### src/rtl/pixel_offset_stream.sv
// pixel_offset_stream: 2-stage valid/ready pixel brightness offset with saturate/wrap and frame tracking.
// Define CLIP_STATS_EN to build the per-frame clipped-channel counter behind sat_count_o.
module pixel_offset_stream #(
    parameter int DATA_W       = 8,
    parameter int CHANNELS     = 3,
    parameter int FRAME_PIXELS = 2100,
    parameter int CNT_W        = 16
) (
    input  logic                         clk_i,
    input  logic                         rst_ni,
    input  logic                         s_valid_i,
    output logic                         s_ready_o,
    input  logic [CHANNELS*DATA_W-1:0]   s_data_i,
    input  logic [DATA_W:0]              offset_i,
    input  logic                         sat_en_i,
    output logic                         m_valid_o,
    input  logic                         m_ready_i,
    output logic [CHANNELS*DATA_W-1:0]   m_data_o,
    output logic                         m_last_o,
    output logic                         frame_done_o,
    output logic [CNT_W-1:0]             sat_count_o
);
    localparam int PW  = CHANNELS * DATA_W;
    localparam int SW  = DATA_W + 2;
    localparam int PCW = FRAME_PIXELS > 1 ? $clog2(FRAME_PIXELS) : 1;
    logic [PCW-1:0]         pix_cnt_q, pix_cnt_d;
    logic [DATA_W:0]        off_q, off_d, off_use;
    logic                   sat_q, sat_d, sat_use;
    logic                   s1_valid_q, s1_valid_d, s1_last_q, s1_last_d, s1_sat_q, s1_sat_d;
    logic [CHANNELS*SW-1:0] s1_sum_q, s1_sum_d;
    logic                   m_valid_q, m_valid_d, m_last_q, m_last_d, frame_done_q;
    logic [PW-1:0]          m_data_q, m_data_d;
    logic [CHANNELS-1:0]    neg, over;
    logic                   en, accept, first, last_in, m_fire, m_ld;
    assign s_ready_o    = en;
    assign m_valid_o    = m_valid_q;
    assign m_data_o     = m_data_q;
    assign m_last_o     = m_last_q;
    assign frame_done_o = frame_done_q;
    // Pixel 0 of a frame uses the live offset/mode; the rest of the frame uses the latched copy.
    always_comb begin
        en        = !m_valid_q | m_ready_i;
        accept    = s_valid_i & en;
        first     = pix_cnt_q == '0;
        last_in   = pix_cnt_q == PCW'(FRAME_PIXELS - 1);
        off_use   = first ? offset_i : off_q;
        sat_use   = first ? sat_en_i : sat_q;
        m_fire    = m_valid_q & m_ready_i;
        m_ld      = en & s1_valid_q;
        pix_cnt_d = accept ? (last_in ? '0 : pix_cnt_q + PCW'(1)) : pix_cnt_q;
        off_d     = accept ? off_use : off_q;
        sat_d     = accept ? sat_use : sat_q;
        s1_valid_d = en ? accept : s1_valid_q;
        s1_last_d  = en ? accept & last_in : s1_last_q;
        s1_sat_d   = en ? sat_use : s1_sat_q;
        m_valid_d  = en ? s1_valid_q : m_valid_q;
        m_last_d   = en ? s1_last_q : m_last_q;
        s1_sum_d   = s1_sum_q;
        m_data_d   = m_data_q;
        neg        = '0;
        over       = '0;
        for (int k = 0; k < CHANNELS; k++) begin
            if (en)
                s1_sum_d[k*SW +: SW] = {2'b00, s_data_i[k*DATA_W +: DATA_W]} + {off_use[DATA_W], off_use};
            neg[k]  = s1_sum_q[k*SW + SW - 1];
            over[k] = !neg[k] & s1_sum_q[k*SW + DATA_W];
            if (m_ld)
                m_data_d[k*DATA_W +: DATA_W] = !s1_sat_q ? s1_sum_q[k*SW +: DATA_W] :
                                               neg[k]    ? '0 :
                                               over[k]   ? '1 : s1_sum_q[k*SW +: DATA_W];
        end
    end
    always_ff @(posedge clk_i) begin
        if (!rst_ni) begin
            pix_cnt_q    <= '0;
            off_q        <= '0;
            sat_q        <= 1'b0;
            s1_valid_q   <= 1'b0;
            s1_last_q    <= 1'b0;
            s1_sat_q     <= 1'b0;
            s1_sum_q     <= '0;
            m_valid_q    <= 1'b0;
            m_last_q     <= 1'b0;
            m_data_q     <= '0;
            frame_done_q <= 1'b0;
        end else begin
            pix_cnt_q    <= pix_cnt_d;
            off_q        <= off_d;
            sat_q        <= sat_d;
            s1_valid_q   <= s1_valid_d;
            s1_last_q    <= s1_last_d;
            s1_sat_q     <= s1_sat_d;
            s1_sum_q     <= s1_sum_d;
            m_valid_q    <= m_valid_d;
            m_last_q     <= m_last_d;
            m_data_q     <= m_data_d;
            frame_done_q <= m_fire & m_last_q;
        end
    end
`ifdef CLIP_STATS_EN
    localparam int CW = $clog2(CHANNELS + 1);
    logic [CW-1:0]    clip_n;
    logic [CNT_W:0]   stat_sum;
    logic [CNT_W-1:0] stat_cnt_q, stat_cnt_d, sat_count_q, sat_count_d;
    assign sat_count_o = sat_count_q;
    // Counted as pixels leave S1; the m_last transfer snapshots and restarts with any pixel moving alongside.
    always_comb begin
        clip_n = '0;
        for (int k = 0; k < CHANNELS; k++)
            clip_n = clip_n + CW'(m_ld & (neg[k] | over[k]));
        stat_sum    = {1'b0, stat_cnt_q} + (CNT_W + 1)'(clip_n);
        stat_cnt_d  = (m_fire & m_last_q) ? CNT_W'(clip_n) : stat_sum[CNT_W] ? '1 : stat_sum[CNT_W-1:0];
        sat_count_d = (m_fire & m_last_q) ? stat_cnt_q : sat_count_q;
    end
    always_ff @(posedge clk_i) begin
        if (!rst_ni) begin
            stat_cnt_q  <= '0;
            sat_count_q <= '0;
        end else begin
            stat_cnt_q  <= stat_cnt_d;
            sat_count_q <= sat_count_d;
        end
    end
`else
    assign sat_count_o = '0;
`endif
endmodule

### config.mk
export PLATFORM = sky130hd
export DESIGN_NAME = pixel_offset_stream
export DESIGN_NICKNAME = d
export VERILOG_FILES = /design/src/rtl/pixel_offset_stream.sv
export SDC_FILE = /design/constraint.sdc
export NUM_CORES = 1
export LEC_CHECK = 0
export CORE_UTILIZATION = 40
export DETAILED_ROUTE_END_ITERATION = 8
export SYNTH_ARGS = -nofsm -noshare
export SYNTH_HDL_FRONTEND = slang
export SYNTH_SLANG_ARGS = --single-unit
export TNS_END_PERCENT = 50
### constraint.sdc
create_clock -name clk_i -period 5.2 [get_ports clk_i]
set_input_delay 1.3 -clock clk_i [delete_from_list [all_inputs] [get_ports clk_i]]
set_output_delay 1.3 -clock clk_i [all_outputs]
set_load 0.02 [all_outputs]
==> results of run 1 <==
==> final cells by class <==
cell class                      instances  area, sq um  share of cell area (%)
Inverter                               12         45.0                   0.848
Clock inverter                          4         76.3                    1.44
Clock buffer                           11          141                    2.66
Multi-Input combinational cell        392         2560                    48.2
Timing Repair Buffer                   69          676                    12.7
Tap cell                              136          170                    3.20
Sequential cell                        82         1640                    30.9
==> power by group through the flow <==
stage | clock (mW) | combinational, mW | sequential (mW)
3_5_place_dp | 0 | 0.466 | 0.742
6_report | 0.512 | 0.469 | 0.727
3_3_place_gp | 0 | 0.458 | 0.740
2_1_floorplan | 0 | 0.327 | 0.748
5_1_grt | 0.555 | 0.525 | 0.736
4_1_cts | 0.524 | 0.469 | 0.727
==> worst max-delay path, delay by kind of cell <==
family | cells | cell delay (ns)
and+or+nand+nor | 1 | 0.06
buffers and inverters | 3 | 1.23
==> final timing paths <==
kind	from	endpoint	slack [ns]	cells past startpoint
max	m_ready_i	s_ready_o	1.31	4
min reg2reg	s1_sum_q[0]	s1_sum_q[0]	0.46	2
min	s1_sum_q[0]	s1_sum_q[0]	0.46	2
max reg2reg	pix_cnt_q[0]	s1_sum_q[19]	1.69	13
==> sequential cells by signal, summed over array words and instances (netlist names) <==
| register | count |
|---|---|
| m_data_o | 24 |
| m_last_o | 1 |
| s1_sum_q | 30 |
| m_valid_o | 1 |
| s1_last_q | 1 |
| s1_sat_q | 1 |
| off_q | 9 |
| sat_q | 1 |
| s1_valid_q | 1 |
| frame_done_o | 1 |
| pix_cnt_q | 12 |
==> through the flow <==
step                area (sq um)  util (%)  worst slack [ns]  cells
detailed placement          5090      48.7              1.30    691
CTS                         5310      50.8              1.30    706
global route                5310      50.8              1.21    706
global placement            5090      48.7              1.29    691
finish                      5310      50.8              1.31    706
floorplan                   4450         -              2.00    524
==> per-layer routing <==
layer	up-vias	track usage (%)	part of all wire, %
met2	82	27.9	43
met4	0	7.93	2.0
li1	1852	-	-
met3	17	3.40	4.1
met1	1627	27.3	51
met5	-	0	0
==> kinds of logic (layout without fill, tap and decap cells) <==
family / after synthesis / count (layout)
other: 1 / 16
and+or+nand+nor: 165 / 165
xor gates and xnor gates: 24 / 24
AOI/OAI and AO/OA: 138 / 138
DFF: 82 / 82
adders and majority gates: 30 / 30
muxes: 19 / 19
buffers and inverters: 50 / 96
==> layout by cell type, fill, tap and decap left out, types with 2 or more instances in the layout <==
master            n
bufinv_16         2
o211ai_1          2
dfxtp_1          82
clkdlybuf4s50_1  64
o21bai_1          3
conb_1           16
o21a_1            3
a21o_1            3
nor2_1           21
nor3_1           11
mux2i_1          11
nand2_1          74
a21boi_0         36
nand3_1          13
ha_1             27
mux2_2            7
o21ai_0          50
nand4_1           4
clkbuf_8         10
a21oi_1          18
xnor2_1          15
nor2b_1          13
o21ai_1           2
xor2_1            9
or3_1             2
inv_1            11
and3_1            3
a211oi_1          3
and2_1           14
a31oi_1           4
fa_1              3
o22ai_1           2
o41ai_1           2
buf_4             4
o211a_1           4
==> impl_metrics.ini, run 1 <==
[outcome]
status = completed

[floorplan]
row_count = 37
dieWidth_microns = 107
die_h_microns = 107
die_area_sq_um = 11400
io_pins = 82
initial_utilization_pct = 42.0
core_area_sq_um = 10500

[place]
port-buffer-count = 65
dpl.hpwl_microns = 7310
gp_congestion = 0.871

[clock_tree]
clkTransAtPathRegs_ns = 0.07
post_cts.repair.setup_buffers = 0
cts_buffer_depth = 2
root_buffer = clkbuf_8
post_cts_resized = 0
cts.sinks = 82
numCtsBuffers = 9
ctsHoldBuffers = 0
insertion_delay_ns = 0.36
cts_tree = done
htree_levels = 3

[logic_synthesis]
synth_cells = 509
synth_mux_area_share_pct = 4.81
synth-seq-area-share_pct = 37.4
synth.top_cell.area_share_pct = 37.4
synth_top_area_cell = dfxtp_1
synth_commonest_cells = 82 x dfxtp_1, 74 x nand2_1, 50 x o21ai_0
synth_top_family_by_area = compound AO/OA/AOI/OAI gates
ys_ff_latch = 82
synth_compound_area_share_pct = 19.9
synth_top_flop_cell = dfxtp_1
synth_area_sq_um = 4390
syn_avg_cell_area_sq_um = 8.63
ys_types = 52
synth.area.top_cells = dfxtp_1 37%, ha_1 7.7%, nand2_1 6.3%
yosysMostFrequentCell = dfxtp_1
synthSimpleGateAreaFrac_pct = 18.4
synthArstFlopShare_pct = 0
synth_fa_ha_area_share_pct = 9.06
synth-edff-count = 0
synthXorXnorAreaFrac_pct = 4.78
yosys_warnings = 0

[global_route]
grt_pass1_wl_microns = 16700
grt_pass1_vias = 3360
grt_use_total_pct = 19.0
antenna_found_initial = 0
grt_max_degree = 47
grt_overflow_total = 0

[layout]
fill_cells = 1049
diodes = 0
drive_above_1_share_pct = 6.14
nets = 634
area_delta_synth_final_pct = 20.9

[setup_path]
crit_top_cell = clkdlybuf4s50_1
crit_type = input port to output port
startpoint_type = input port
slowest_stage = clkdlybuf4s50_1
slowest_delay_ns = 0.63
crit_chain = clkdlybuf4s50_1 > nor2b_2 > inv_2 > clkdlybuf4s50_1
worstPathRequired_ns = 3.90
arrival_ns = 2.59
cp_max_fo = 3
end_kind = output port

[min_path]
hold_path_class = flop to flop

[sta]
relSlewSlack_pct = 59.5
setup_viol = 0
worst_hold_slack_ns = 0.461
fin_tns_setup_ns = 0
worstMarginPinSlew_ns = 0.607
hold_violations = 0
clock-skew-final_ns = 0.0118
min_period_ns = 3.89
grt_setup_unrepaired = no
drv_slew = 0
finalCritPeriodShare_pct = 74.7
fmax_mhz = 257

[pwr]
p_leak_nw = 2.07
switching_share_pct = 30.3
seq_power_share_pct = 42.6
ir_worst_vdd_mv = 0.150
clockPowerShare_pct = 30.0
power.total_mw = 1.71
combPwrFrac_pct = 27.4
power_density_nw_per_um2 = 322
p_switching_uw = 517
internal_power_mw = 1.19

[drt]
dr.pass1.iters = 4
num_vias = 3578
vias_per_cell = 5.07
antenna_left = 0
drc = 0
totalWireLength_microns = 10200
wl_per_cell_microns = 14.4
drtIter0Drc = 124

[run]
maxCapViolations = 0
No activity file was read; power rests on OpenSTA's default activity.
==> run 2, diff against run 1 <==
- clock period: 5.2 -> 4 ns (I/O delays scaled with it)
==> impl_metrics.ini, run 2 (synthesis gave the netlist of run 1 again) <==
[outcome]
status = completed

[pwr]
switching_share_pct = 31.6
combPwrFrac_pct = 28.7
power_density_nw_per_um2 = 402
internal_power_mw = 1.46
seq_power_share_pct = 44.4
p_leak_nw = 2.07
ir_worst_vdd_mv = 0.154
clockPowerShare_pct = 26.9
p_switching_uw = 672
power.total_mw = 2.13

[layout]
regMostFlops = s1_sum_q
final_cell_mix = 82 x dfxtp_1, 74 x nand2_1, 64 x clkdlybuf4s50_1
drive_above_1_share_pct = 6.64
seqCellArea_sq_um = 1640
area_delta_synth_final_pct = 20.4
layout_commonest_cell = dfxtp_1
largest_reg_flops = 30
final_cells = 708
nets = 635
postLayoutCellArea_sq_um = 5290
diodes = 0
fill_cells = 1071
multi_input_area_sq_um = 2560
fin_util_pct = 50.6

[floorplan]
core_area_sq_um = 10500
die_h_microns = 107
io_pins = 82
die_area_sq_um = 11400
dieWidth_microns = 107
initial_utilization_pct = 42.0
row_count = 37

[setup_path]
startpoint_type = flop
crit_start = pix_cnt_q[0]
worstPathRequired_ns = 4.30
crit_type = flop to flop
cp_max_fo = 12
rr_startpoint = pix_cnt_q[0]
arrival_ns = 3.80
end_kind = flop

[drt]
highest_layer = met4
wl_met3_microns = 390
antenna_left = 0
met2_wirelength_microns = 4510
wl_per_cell_microns = 14.5
drtIter0Drc = 97
wl_met1_microns = 5170
drc = 0
totalWireLength_microns = 10300
dr.pass1.iters = 4
vias_per_cell = 5.12
num_vias = 3625

[global_route]
antenna_found_initial = 0
grt_pass1_wl_microns = 16400
grt_use_total_pct = 18.8
grt_max_degree = 43
grt_pass1_vias = 3304
grt_overflow_total = 0

[sta]
setup_viol = 0
finalCritPeriodShare_pct = 87.5
grt_setup_unrepaired = no
fmax_mhz = 286
clock-skew-final_ns = 0.00621
hold_violations = 0
drv_slew = 0
min_period_ns = 3.50
fin_tns_setup_ns = 0
relSlewSlack_pct = 59.9
worstMarginPinSlew_ns = 0.602

[clock_tree]
ctsHoldBuffers = 0
post_cts_resized = 0
cts_tree = done
cts.sinks = 82
cts_buffer_depth = 2
post_cts.repair.setup_buffers = 0
clkTransAtPathRegs_ns = 0.08
numCtsBuffers = 9
root_buffer = clkbuf_8
insertion_delay_ns = 0.35
htree_levels = 3

[min_path]
hold_path_class = flop to flop
min_from = s1_sum_q[1]

[place]
dpl.hpwl_microns = 7560
port-buffer-count = 65
gp_congestion = 0.848
place_area_sq_um = 5100
dp_cells = 692

[run]
maxCapViolations = 0
==> run 2: changes by cell type in the layout (fill, tap and decap cells not counted), sizes merged <==
| cell | change |
|---|---|
| buf | +1 |
| bufinv | -2 |
| clkbuf | +1 |
| clkinv | +1 |
| clkinvlp | +1 |
==> run 2: critical path, stage by stage (launching register included) <==
cell       delay, ns
dfxtp_1         0.34
inv_1           0.10
ha_1            0.16
nor4b_2         0.21
nand3_2         0.37
mux2i_1         0.36
inv_1           0.19
ha_1            0.33
a211oi_1        0.26
o21bai_1        0.14
o21ai_1         0.23
o21ai_0         0.11
a2111oi_0       0.48
a31o_2          0.17
==> run 2: final timing paths <==
| path | slack, ns | cells past startpoint | end |
|---|---|---|---|
| setup / recovery | 0.50 | 13 | s1_sum_q[19] |
| hold / removal | 0.46 | 2 | s1_sum_q[1] |
| setup reg to reg | 0.50 | 13 | s1_sum_q[19] |
| hold reg to reg | 0.46 | 2 | s1_sum_q[1] |
==> run 2: per-layer routing <==
metal | up-vias | global-route usage [%]
met5 | - | 0
met4 | 0 | 7.83
met3 | 14 | 2.67
met2 | 79 | 28.7
met1 | 1673 | 26.4
li1 | 1859 | -
==> run 2: stage by stage <==
| step | hold slack (ns) | setup slack, ns |
|---|---|---|
| after detailed placement | 0.455 | 0.380 |
| after CTS | 0.465 | 0.463 |
| final | 0.460 | 0.501 |
| after floorplan | 0.428 | 0.915 |
| after global routing | 0.474 | 0.0147 |
| after global placement | 0.447 | 0.454 |
==> run 2: cell type report <==
type	instances	area share, %
clock buffer	12	3.12
inverter	12	0.851
tap	136	3.22
multi-input combinational	392	48.4
sequential	82	31.0
timing repair buffer	70	12.9
clock inverter	4	0.473
==> run 2: power by group through the flow <==
stage / Clock (mW) / Combinational, mW / Sequential, mW
6_report: 0.573 / 0.611 / 0.946
5_1_grt: 0.619 / 0.684 / 0.957
4_1_cts: 0.593 / 0.613 / 0.946
3_5_place_dp: 0 / 0.607 / 0.965
3_3_place_gp: 0 / 0.599 / 0.962
2_1_floorplan: 0 / 0.426 / 0.973
==> run 3, diff against run 2 <==
- TNS_END_PERCENT: 50 -> 10
==> results of run 3 <==
Final layout, timing and power as in run 2 (identical DEF).
